$ cat src/rtl/memory_port_arbiter_if.sv
// Cache-side and memory-side signals of the shared memory port arbiter.
// The arbiter attaches through the slave modport; the caches/memory environment uses master.
interface memory_port_arbiter_if #(
    parameter int ADDR_WIDTH = 32,
    parameter int DATA_WIDTH = 32,
    parameter int BURST_LEN  = 4
);
    localparam int BEAT_W = $clog2(BURST_LEN);

    logic                  ic_req;
    logic [ADDR_WIDTH-1:0] ic_addr;
    logic                  dc_req;
    logic                  dc_we;
    logic [ADDR_WIDTH-1:0] dc_addr;
    logic [DATA_WIDTH-1:0] dc_wdata;
    logic [BEAT_W-1:0]     dc_beat;
    logic [DATA_WIDTH-1:0] rdata;
    logic                  ic_rvalid;
    logic                  dc_rvalid;
    logic                  ic_done;
    logic                  dc_done;
    logic                  mem_req;
    logic                  mem_we;
    logic [ADDR_WIDTH-1:0] mem_addr;
    logic [DATA_WIDTH-1:0] mem_wdata;
    logic                  mem_ack;
    logic [DATA_WIDTH-1:0] mem_rdata;

    modport slave (
        input  ic_req, ic_addr, dc_req, dc_we, dc_addr, dc_wdata, mem_ack, mem_rdata,
        output dc_beat, rdata, ic_rvalid, dc_rvalid, ic_done, dc_done,
               mem_req, mem_we, mem_addr, mem_wdata
    );

    modport master (
        output ic_req, ic_addr, dc_req, dc_we, dc_addr, dc_wdata, mem_ack, mem_rdata,
        input  dc_beat, rdata, ic_rvalid, dc_rvalid, ic_done, dc_done,
               mem_req, mem_we, mem_addr, mem_wdata
    );
endinterface

$ cat src/rtl/memory_port_arbiter.sv
// Round-robin arbiter sharing one external memory port between icache refills
// and dcache refills/write-backs, sequencing one full line burst per grant.
module memory_port_arbiter #(
    parameter int ADDR_WIDTH = 32,
    parameter int DATA_WIDTH = 32,
    parameter int BURST_LEN  = 4
) (
    input  logic                    clk,
    input  logic                    rst,
    memory_port_arbiter_if.slave    bus
);
    localparam int BEAT_W = $clog2(BURST_LEN);
    localparam logic [ADDR_WIDTH-1:0] LINE_MASK = ADDR_WIDTH'(BURST_LEN * 4 - 1);

    typedef enum logic [2:0] {
        IDLE   = 3'd0,
        BUSY_I = 3'd1,
        BUSY_D = 3'd2,
        DONE_I = 3'd3,
        DONE_D = 3'd4
    } state_t;

    state_t                state_r;
    logic                  last_gnt_d_r;
    logic [BEAT_W-1:0]     beat_r;
    logic [ADDR_WIDTH-1:0] base_r;
    logic                  we_r;
    logic                  mem_req_r;
    logic                  mem_we_r;
    logic [ADDR_WIDTH-1:0] mem_addr_r;
    logic [DATA_WIDTH-1:0] rdata_r;
    logic                  ic_rvalid_r;
    logic                  dc_rvalid_r;
    logic                  ic_done_r;
    logic                  dc_done_r;
    logic [BEAT_W-1:0]     dc_beat_r;
    logic [BEAT_W-1:0]     beat_inc_s;
    logic                  last_beat_s;

    function automatic logic [ADDR_WIDTH-1:0] line_base(input logic [ADDR_WIDTH-1:0] addr);
        return addr & ~LINE_MASK;
    endfunction

    // Beat addresses are OR-ed into the line-aligned base, so no carry can leave the line.
    function automatic logic [ADDR_WIDTH-1:0] beat_addr(input logic [ADDR_WIDTH-1:0] base,
                                                        input logic [BEAT_W-1:0]     beat);
        return base | ADDR_WIDTH'({beat, 2'b00});
    endfunction

    assign beat_inc_s  = beat_r + BEAT_W'(1);
    assign last_beat_s = (beat_r == BEAT_W'(BURST_LEN - 1));

    // Arbitration FSM, burst sequencing and every registered output
    always_ff @(posedge clk) begin
        if (rst) begin
            state_r      <= IDLE;
            last_gnt_d_r <= 1'b1;
            beat_r       <= BEAT_W'(0);
            base_r       <= ADDR_WIDTH'(0);
            we_r         <= 1'b0;
            mem_req_r    <= 1'b0;
            mem_we_r     <= 1'b0;
            mem_addr_r   <= ADDR_WIDTH'(0);
            rdata_r      <= DATA_WIDTH'(0);
            ic_rvalid_r  <= 1'b0;
            dc_rvalid_r  <= 1'b0;
            ic_done_r    <= 1'b0;
            dc_done_r    <= 1'b0;
            dc_beat_r    <= BEAT_W'(0);
        end else begin
            ic_rvalid_r <= 1'b0;
            dc_rvalid_r <= 1'b0;
            ic_done_r   <= 1'b0;
            dc_done_r   <= 1'b0;
            case (state_r)
                IDLE: begin
                    // On a tie the side that did not win last time is granted.
                    if (bus.ic_req && (!bus.dc_req || last_gnt_d_r)) begin
                        state_r      <= BUSY_I;
                        last_gnt_d_r <= 1'b0;
                        beat_r       <= BEAT_W'(0);
                        base_r       <= line_base(bus.ic_addr);
                        mem_addr_r   <= line_base(bus.ic_addr);
                        we_r         <= 1'b0;
                        mem_we_r     <= 1'b0;
                        mem_req_r    <= 1'b1;
                        dc_beat_r    <= BEAT_W'(0);
                    end else if (bus.dc_req) begin
                        state_r      <= BUSY_D;
                        last_gnt_d_r <= 1'b1;
                        beat_r       <= BEAT_W'(0);
                        base_r       <= line_base(bus.dc_addr);
                        mem_addr_r   <= line_base(bus.dc_addr);
                        we_r         <= bus.dc_we;
                        mem_we_r     <= bus.dc_we;
                        mem_req_r    <= 1'b1;
                        dc_beat_r    <= BEAT_W'(0);
                    end else begin
                        mem_req_r <= 1'b0;
                        mem_we_r  <= 1'b0;
                    end
                end
                BUSY_I, BUSY_D: begin
                    if (mem_req_r && bus.mem_ack) begin
                        if (!we_r) begin
                            rdata_r     <= bus.mem_rdata;
                            ic_rvalid_r <= (state_r == BUSY_I);
                            dc_rvalid_r <= (state_r == BUSY_D);
                        end else begin
                            rdata_r <= rdata_r;
                        end
                        if (last_beat_s) begin
                            state_r   <= (state_r == BUSY_I) ? DONE_I : DONE_D;
                            ic_done_r <= (state_r == BUSY_I);
                            dc_done_r <= (state_r == BUSY_D);
                            mem_req_r <= 1'b0;
                            mem_we_r  <= 1'b0;
                            beat_r    <= BEAT_W'(0);
                            dc_beat_r <= BEAT_W'(0);
                        end else begin
                            beat_r     <= beat_inc_s;
                            mem_addr_r <= beat_addr(base_r, beat_inc_s);
                            dc_beat_r  <= (state_r == BUSY_D) ? beat_inc_s : BEAT_W'(0);
                        end
                    end else begin
                        beat_r <= beat_r;
                    end
                end
                DONE_I, DONE_D: begin
                    state_r   <= IDLE;
                    mem_req_r <= 1'b0;
                    mem_we_r  <= 1'b0;
                end
                default: begin
                    state_r   <= IDLE;
                    mem_req_r <= 1'b0;
                    mem_we_r  <= 1'b0;
                    beat_r    <= BEAT_W'(0);
                    dc_beat_r <= BEAT_W'(0);
                end
            endcase
        end
    end

    assign bus.mem_req   = mem_req_r;
    assign bus.mem_we    = mem_we_r;
    assign bus.mem_addr  = mem_addr_r;
    assign bus.mem_wdata = bus.dc_wdata;
    assign bus.rdata     = rdata_r;
    assign bus.ic_rvalid = ic_rvalid_r;
    assign bus.dc_rvalid = dc_rvalid_r;
    assign bus.ic_done   = ic_done_r;
    assign bus.dc_done   = dc_done_r;
    assign bus.dc_beat   = dc_beat_r;

endmodule

$ cat src/flat_wrapper.sv
// flat-port wrapper written by rule: the top's interface ports become plain ports
module memory_port_arbiter_flat 
#(
    parameter int ADDR_WIDTH = 32,
    parameter int DATA_WIDTH = 32,
    parameter int BURST_LEN  = 4
)
  (clk, rst, bus_ic_req, bus_ic_addr, bus_dc_req, bus_dc_we, bus_dc_addr, bus_dc_wdata, bus_mem_ack, bus_mem_rdata, bus_dc_beat, bus_rdata, bus_ic_rvalid, bus_dc_rvalid, bus_ic_done, bus_dc_done, bus_mem_req, bus_mem_we, bus_mem_addr, bus_mem_wdata);
  memory_port_arbiter_if #(.ADDR_WIDTH(ADDR_WIDTH), .DATA_WIDTH(DATA_WIDTH), .BURST_LEN(BURST_LEN)) bus_i ();
  input  logic clk;
  input  logic rst;
  input wire logic [$bits(bus_i.ic_req)-1:0] bus_ic_req;
  input wire logic [$bits(bus_i.ic_addr)-1:0] bus_ic_addr;
  input wire logic [$bits(bus_i.dc_req)-1:0] bus_dc_req;
  input wire logic [$bits(bus_i.dc_we)-1:0] bus_dc_we;
  input wire logic [$bits(bus_i.dc_addr)-1:0] bus_dc_addr;
  input wire logic [$bits(bus_i.dc_wdata)-1:0] bus_dc_wdata;
  input wire logic [$bits(bus_i.mem_ack)-1:0] bus_mem_ack;
  input wire logic [$bits(bus_i.mem_rdata)-1:0] bus_mem_rdata;
  output wire logic [$bits(bus_i.dc_beat)-1:0] bus_dc_beat;
  output wire logic [$bits(bus_i.rdata)-1:0] bus_rdata;
  output wire logic [$bits(bus_i.ic_rvalid)-1:0] bus_ic_rvalid;
  output wire logic [$bits(bus_i.dc_rvalid)-1:0] bus_dc_rvalid;
  output wire logic [$bits(bus_i.ic_done)-1:0] bus_ic_done;
  output wire logic [$bits(bus_i.dc_done)-1:0] bus_dc_done;
  output wire logic [$bits(bus_i.mem_req)-1:0] bus_mem_req;
  output wire logic [$bits(bus_i.mem_we)-1:0] bus_mem_we;
  output wire logic [$bits(bus_i.mem_addr)-1:0] bus_mem_addr;
  output wire logic [$bits(bus_i.mem_wdata)-1:0] bus_mem_wdata;
  assign bus_i.ic_req = bus_ic_req;
  assign bus_i.ic_addr = bus_ic_addr;
  assign bus_i.dc_req = bus_dc_req;
  assign bus_i.dc_we = bus_dc_we;
  assign bus_i.dc_addr = bus_dc_addr;
  assign bus_i.dc_wdata = bus_dc_wdata;
  assign bus_i.mem_ack = bus_mem_ack;
  assign bus_i.mem_rdata = bus_mem_rdata;
  assign bus_dc_beat = bus_i.dc_beat;
  assign bus_rdata = bus_i.rdata;
  assign bus_ic_rvalid = bus_i.ic_rvalid;
  assign bus_dc_rvalid = bus_i.dc_rvalid;
  assign bus_ic_done = bus_i.ic_done;
  assign bus_dc_done = bus_i.dc_done;
  assign bus_mem_req = bus_i.mem_req;
  assign bus_mem_we = bus_i.mem_we;
  assign bus_mem_addr = bus_i.mem_addr;
  assign bus_mem_wdata = bus_i.mem_wdata;
  memory_port_arbiter #(.ADDR_WIDTH(ADDR_WIDTH), .DATA_WIDTH(DATA_WIDTH), .BURST_LEN(BURST_LEN)) u_core (.clk(clk), .rst(rst), .bus(bus_i));
endmodule
$ cat config.mk
export PLATFORM = sky130hd
export DESIGN_NAME = memory_port_arbiter_flat
export DESIGN_NICKNAME = d
export VERILOG_FILES = /design/src/rtl/memory_port_arbiter_if.sv /design/src/rtl/memory_port_arbiter.sv /design/src/flat_wrapper.sv
export SDC_FILE = /design/constraint.sdc
export NUM_CORES = 1
export LEC_CHECK = 0
export CORE_AREA = 8 8 123 125
export CTS_CLUSTER_DIAMETER = 40
export CTS_CLUSTER_SIZE = 12
export DETAILED_ROUTE_END_ITERATION = 6
export DIE_AREA = 0 0 131 133
export GPL_TIMING_DRIVEN = 1
export PLACE_DENSITY = 0.82
export SLEW_MARGIN = 40
export SYNTH_ARGS = -nofsm -noshare
export SYNTH_HDL_FRONTEND = slang
export SYNTH_SLANG_ARGS = --single-unit
$ cat constraint.sdc
create_clock -name clk -period 1.7 [get_ports clk]
set_clock_uncertainty 0.05 [all_clocks]
set_input_delay 0.255 -clock clk [delete_from_list [all_inputs] [get_ports clk]]
set_output_delay 0.255 -clock clk [all_outputs]
set_load 0.1 [all_outputs]
==> impl_metrics.env, run 1 <==
export IMPL_synth_xor_area_frac=0.00196
export IMPL_cts_inserted_buffers=9
export IMPL_violations="setup timing"
export IMPL_die_x_um=131
export IMPL_synth_top_family_by_area="compound AO/OA/AOI/OAI gates"
export IMPL_finalHoldViolCount=0
export IMPL_status="finished, violations left"
export IMPL_grt_pass1_vias=4275
export IMPL_cp_buffers_inverters=1
export IMPL_power_leakage_nw=2.98
export IMPL_setup_tns_ps=-21.8
export IMPL_synth_compound_area_share=0.194
export IMPL_synth_area_per_cell_um2=8.71
export IMPL_hold_buffers=0
export IMPL_rows=42
export IMPL_synthAdderAreaFrac=0.00279
export IMPL_ir_worst_vdd_mv=1.71
export IMPL_yosys_top_cells_area="dfxtp_1 (47%), nand2_1 (8.4%), mux2i_1 (6.9%), buf_4 (5.7%), a22o_1 (5.5%)"
export IMPL_cts_root_buf="clkbuf_16"
export IMPL_maxSlewViolCount=0
export IMPL_synthSimpleGateAreaFrac=0.155
export IMPL_dr_total_vias=4179
export IMPL_drive_above_1_share=0.258
export IMPL_cap_violations=0
export IMPL_clk_pin_slew_ps=70
export IMPL_n_antenna_cell=0
export IMPL_synth_top_area_frac=0.469
export IMPL_grt_usage=0.151
export IMPL_num_nets_final=801
export IMPL_setup_ws_ps=-9.73
export IMPL_area_growth_pct=70.7
export IMPL_clock_sinks=105
export IMPL_syn_area_um2=4480
export IMPL_start_util=0.342
export IMPL_dp_slack_ps=-444
export IMPL_yosysWarnings=0
export IMPL_clock_path_buffers=2
export IMPL_max_freq_mhz=585
export IMPL_grt_use_met1=0.166
export IMPL_grt_remaining_overflow=0
export IMPL_powerDensity_nw_per_um2=2130
export IMPL_port_buffers=163
export IMPL_synth_top_flop_cell="dfxtp_1"
export IMPL_async_flop_share=0
export IMPL_critical_path_max_fanout=4
export IMPL_synth_cell_types=37
export IMPL_cts_htree_levels=3
export IMPL_top_usage_layer="met2"
export IMPL_post_route_period_util=1.01
export IMPL_synth_edf_count=0
export IMPL_gp_congestion=0.794
export IMPL_use_met3=0.0542
export IMPL_cp_start_kind="input port"
export IMPL_synthMuxAreaShare=0.0693
export IMPL_io_pins=238
export IMPL_setup_viol=6
export IMPL_grt_max_degree=51
export IMPL_wl_per_cell_um=16.5
export IMPL_fin_area_um2=7640
export IMPL_synthCells=514
export IMPL_crit_slowest_cell="or4b_1"
export IMPL_period_minus_slack_ps=1710
export IMPL_synth_seq_area_share=0.469
export IMPL_rsz0062_at_grt="yes"
export IMPL_first_iter_violations=232
export IMPL_cts_tree="yes"
export IMPL_place_inst=821
export IMPL_dieArea_um2=17400
export IMPL_core_area_um2=13100
export IMPL_die_y_um=133
export IMPL_arrival_ps=1940
export IMPL_totalWireLength_um=14000
export IMPL_critical_path_class="input port to register"
export IMPL_drtPass1Iterations=5
export IMPL_hold_path_class="input port to register"
export IMPL_fin_util=0.584
export IMPL_place_area_um2=7010
export IMPL_grt_pass1_wl_um=21000
export IMPL_insertion_delay_ps=340
export IMPL_slowest_delay_ps=510
export IMPL_viasPerCell=4.93
export IMPL_drc=0
export IMPL_hpwl_um=9820
export IMPL_instances_no_fill=847
export IMPL_synth_seq_cells=105
export IMPL_antenna_found_initial=0
export IMPL_antenna_left=0
export IMPL_rrSetupSlack_ps=0
export IMPL_cpLargestDelayFamily="simple AND/OR/NAND/NOR gates"
export IMPL_grtUsageMet2=0.253
export IMPL_path_cells="clkdlybuf4s50_1 -> nor2_1 -> o31a_1 -> o22a_1 -> or4b_1 -> a21oi_1"
export IMPL_cp_required_ps=1930
export IMPL_yosys_area_top_type="dfxtp_1"
export IMPL_cp_end_kind="register"
[logic make-up after synthesis]
logic type	after synthesis
buffers and inverters	76
muxes	31
other	1
xor gates and xnor gates	1
AOI/OAI and AO/OA	135
and+or+nand+nor	164
adders and majority gates	1
DFF	105
[cell type report]
type | count | area (µm²)
clock buffers | 11 | 233
clock inverters | 5 | 104
fillers | 1076 | 5440
inverters | 2 | 7.51
multi-input cells | 335 | 2060
flip-flops and latches | 105 | 2110
well taps | 176 | 220
repair buffers | 213 | 2910
[repair_timing]
action	4_1_cts	5_1_grt
buffers inserted	4	2
endpoints found under the setup margin	69	77
gates resized for setup	16	20
cloned	2	4
pin swaps	19	33
[layout by cell type (no fill, tap or decap), types with 2 or more instances in the layout]
cell / netlist / final
inv_1: 2 / 2
nor3_2: 0 / 2
dfxtp_4: 0 / 2
clkdlybuf4s50_1: 0 / 91
nor2b_4: 2 / 4
o21ai_0: 28 / 28
buf_6: 5 / 3
a21oi_2: 0 / 2
clkbuf_1: 15 / 2
a21oi_1: 44 / 42
a211oi_2: 0 / 3
conb_1: 1 / 2
dfxtp_1: 105 / 100
nor3_1: 7 / 4
bufinv_16: 0 / 3
a22o_1: 28 / 28
nand3_1: 2 / 2
buf_4: 34 / 33
nand2_1: 100 / 90
nor2_1: 39 / 39
or3_4: 0 / 3
nand2_2: 0 / 10
clkbuf_16: 0 / 11
dfxtp_2: 0 / 3
a211oi_1: 28 / 25
buf_12: 0 / 80
mux2i_1: 31 / 31
[registers in the layout, indices dropped and copies added (netlist names), 2 cells and up]
| name | cells |
|---|---|
| u_core.bus.rdata | 32 |
| u_core.beat_r | 2 |
| u_core.state_r | 3 |
| u_core.bus.dc_beat | 2 |
| u_core.base_r | 28 |
| u_core.bus.mem_addr | 30 |
[worst register-to-register path, delay by kind of cell (launching register included)]
kind                       cells  cell delay (ps)
adders and majority gates      1              160
AOI/OAI and AO/OA              4              730
and+or+nand+nor                1              140
DFF                            1              340
buffers and inverters          1              150
[worst paths after layout]
check                                    startpoint                      end  cells after the start
worst max-delay path                     bus_ic_req    u_core.bus.dc_beat[1]                      6
worst min-delay path                            rst   u_core.bus.mem_addr[3]                      2
worst max register to register     u_core.beat_r[1]  u_core.bus.mem_addr[14]                      7
worst min register to register  u_core.bus.rdata[8]      u_core.bus.rdata[8]                      2
[stage by stage]
stage	hold slack, ps	power [W]
floorplan	341	0.00996
global placement	429	0.0130
detailed placement	433	0.0132
CTS	215	0.0160
global route	222	0.0170
finish	209	0.0163
[Yosys cell counts (all sizes together) (2+ instances only)]
library cell / n
clkbuf: 15
a22o: 28
or3: 3
inv: 2
nor2: 40
buf: 59
nor3: 7
a21oi: 44
dfxtp: 105
a211oi: 28
nand3: 2
nor2b: 3
mux2i: 31
nand2b: 2
nand2: 100
o21ai: 29
[power breakdown]
group	switching, W	leakage (nW)	internal [W]
combinational	0.00582	1.96	0.00407
sequential	0.000748	0.862	0.00328
clock	0.000901	0.164	0.00144
total	0.00747	2.98	0.00879
[per-layer routing]
| metal | routed length [µm] | up-vias |
|---|---|---|
| li1 | - | 2033 |
| met2 | 6650 | 166 |
| met4 | 449 | 0 |
| met5 | 0 | - |
| met3 | 1390 | 37 |
| met1 | 5520 | 1943 |
No activity file was read; power rests on OpenSTA's default activity.
==> run 2, diff against run 1 <==
Settings changed: CORE_AREA 8 8 123 125 to 2 2 117 119, DIE_AREA 0 0 131 133 to 0 0 119 121, RECOVER_POWER set to 100.
==> impl_metrics.env, run 2 (synthesis gave the netlist of run 1 again) <==
export IMPL_area_growth_pct=45.5
export IMPL_maxSlewViolCount=0
export IMPL_cts_tree="yes"
export IMPL_gp_congestion=0.806
export IMPL_p_comb_frac=0.563
export IMPL_worst_pin_slew_ps=587
export IMPL_setup_viol=30
export IMPL_cts_root_buf="clkbuf_16"
export IMPL_insertion_delay_ps=350
export IMPL_finalHoldViolCount=0
export IMPL_wl_per_cell_um=14.8
export IMPL_slowest_delay_ps=400
export IMPL_cts_htree_levels=3
export IMPL_highest_layer="met4"
export IMPL_cap_violations=0
export IMPL_clock_path_buffers=2
export IMPL_mostFrequentLayoutCells="nand2_1 (100), dfxtp_1 (99), clkdlybuf4s50_1 (90), clkbuf_2 (70), a21oi_1 (42)"
export IMPL_critical_path_class="register to register"
export IMPL_dr_total_vias=4094
export IMPL_grt_pass1_vias=3855
export IMPL_start_util=0.342
export IMPL_p_sw_frac=0.492
export IMPL_rsz0062_at_grt="yes"
export IMPL_antenna_left=0
export IMPL_rows=42
export IMPL_viasPerCell=4.82
export IMPL_rrSetupSlack_ps=-60
export IMPL_grt_usage=0.169
export IMPL_antenna_found_initial=0
export IMPL_path_cells="or3_4 -> a22oi_2 -> a211o_2 -> buf_6 -> nor2_4 -> buf_12 -> a22o_1"
export IMPL_cp_buffers_inverters=2
export IMPL_die_x_um=119
export IMPL_fin_area_um2=6520
export IMPL_die_y_um=121
export IMPL_drive_above_1_share=0.236
export IMPL_arrival_ps=1940
export IMPL_core_area_um2=13100
export IMPL_critical_path_max_fanout=20
export IMPL_setup_tns_ps=-1140
export IMPL_clock_sinks=105
export IMPL_switchingPower_w=0.00705
export IMPL_grt_max_degree=53
export IMPL_cts_inserted_buffers=9
export IMPL_hpwl_um=8890
export IMPL_violations="setup timing"
export IMPL_hold_buffers=0
export IMPL_r2r_start="u_core.state_r[1]"
export IMPL_maxSlewHeadroom=0.610
export IMPL_setup_ws_ps=-56.0
export IMPL_cpLargestDelayFamily="compound AO/OA/AOI/OAI gates"
export IMPL_clk_pin_slew_ps=70
export IMPL_grt_pass1_wl_um=19200
export IMPL_hold_path_class="input port to register"
export IMPL_dieArea_um2=14400
export IMPL_cp_start_kind="register"
export IMPL_worst_path_stages=7
export IMPL_io_pins=238
export IMPL_cp_required_ps=1890
export IMPL_status="finished, violations left"
export IMPL_power_frac_seq=0.264
export IMPL_n_antenna_cell=0
export IMPL_clockPowerShare=0.173
export IMPL_largest_register_ffs=32
export IMPL_totalWireLength_um=12500
export IMPL_period_minus_slack_ps=1760
export IMPL_drc=0
export IMPL_max_freq_mhz=569
export IMPL_place_area_um2=7090
export IMPL_crit_slowest_cell="or3_4"
export IMPL_internal_power_w=0.00727
export IMPL_r2r_end="u_core.bus.mem_addr[7]"
export IMPL_port_buffers=163
export IMPL_post_route_period_util=1.03
export IMPL_cp_end_kind="register"
export IMPL_power_w=0.0143
export IMPL_ir_worst_vdd_mv=1.07
export IMPL_first_iter_violations=208
export IMPL_wl_met2_um=5830
export IMPL_num_nets_final=804
export IMPL_r2r_cells=7
export IMPL_layout_commonest_cell="nand2_1"
export IMPL_powerDensity_nw_per_um2=2200
export IMPL_critPathCapture="u_core.bus.mem_addr[7]"
export IMPL_critical_path_startpoint="u_core.state_r[1]"
export IMPL_drt_met1_wl_um=5430
export IMPL_grt_remaining_overflow=0
export IMPL_holdWs_ps=239
export IMPL_drtPass1Iterations=4
export IMPL_dr_wl_met3_um=939
export IMPL_power_leakage_nw=2.71
[run 2: cell count changes in the layout (fill, tap and decap cells not counted), sizes merged]
cell / change
bufbuf: -1
clkbuf: +72
clkdlybuf4s50: -1
buf: -68
dlymetal6s2s: +1
bufinv: +1
nor2b: -1
[run 2: per-stage QoR]
stage,util,cells,setup WS (ps)
floorplan,-,515,-119
global placement,0.542,830,-397
detailed placement,0.542,830,-423
CTS,0.576,848,-44.9
global route,0.498,850,-100
finish,0.498,850,-56.0
[run 2: repair_timing]
action | in CTS | in global routing
gates resized for setup | 16 | 4
cloned | 1 | 1
setup endpoints to repair | 66 | 88
buffers inserted | 1 | 1
pin swaps | 4 | 12
[run 2: worst min-delay path by stage]
| stage | startpoint | to | slack, ps | cells past startpoint |
|---|---|---|---|---|
| after global placement | u_core.bus.rdata[14] | u_core.bus.rdata[14] | 430 | 2 |
| after CTS | rst | u_core.bus.mem_addr[3] | 230 | 2 |
| after floorplan | bus_mem_rdata[0] | u_core.bus.rdata[0] | 340 | 2 |
| after detailed placement | u_core.bus.rdata[13] | u_core.bus.rdata[13] | 440 | 2 |
| after global routing | rst | u_core.bus.mem_addr[3] | 260 | 2 |
| final | rst | u_core.bus.mem_addr[3] | 240 | 2 |
[run 2: final cells by class]
| type | count | area [µm²] |
|---|---|---|
| repair buffers | 217 | 1840 |
| clock inverters | 6 | 130 |
| well taps | 176 | 220 |
| flip-flops and latches | 105 | 2110 |
| multi-input cells | 334 | 1970 |
| fillers | 1199 | 6570 |
| inverters | 2 | 7.51 |
| clock buffers | 10 | 229 |
[run 2: layer usage]
layer	track usage	vias up
met5	0	-
met3	0.0461	36
met2	0.285	166
li1	-	2047
met4	0.0833	0
met1	0.198	1845
[run 2: power by group through the flow]
stage / combinational, W / sequential, W / clock [W]
final: 0.00806 / 0.00377 / 0.00248
after global routing: 0.00856 / 0.00387 / 0.00264
after global placement: 0.00898 / 0.00402 / 0
after CTS: 0.00936 / 0.00402 / 0.00254
after floorplan: 0.00308 / 0.00688 / 0
after detailed placement: 0.00911 / 0.00403 / 0
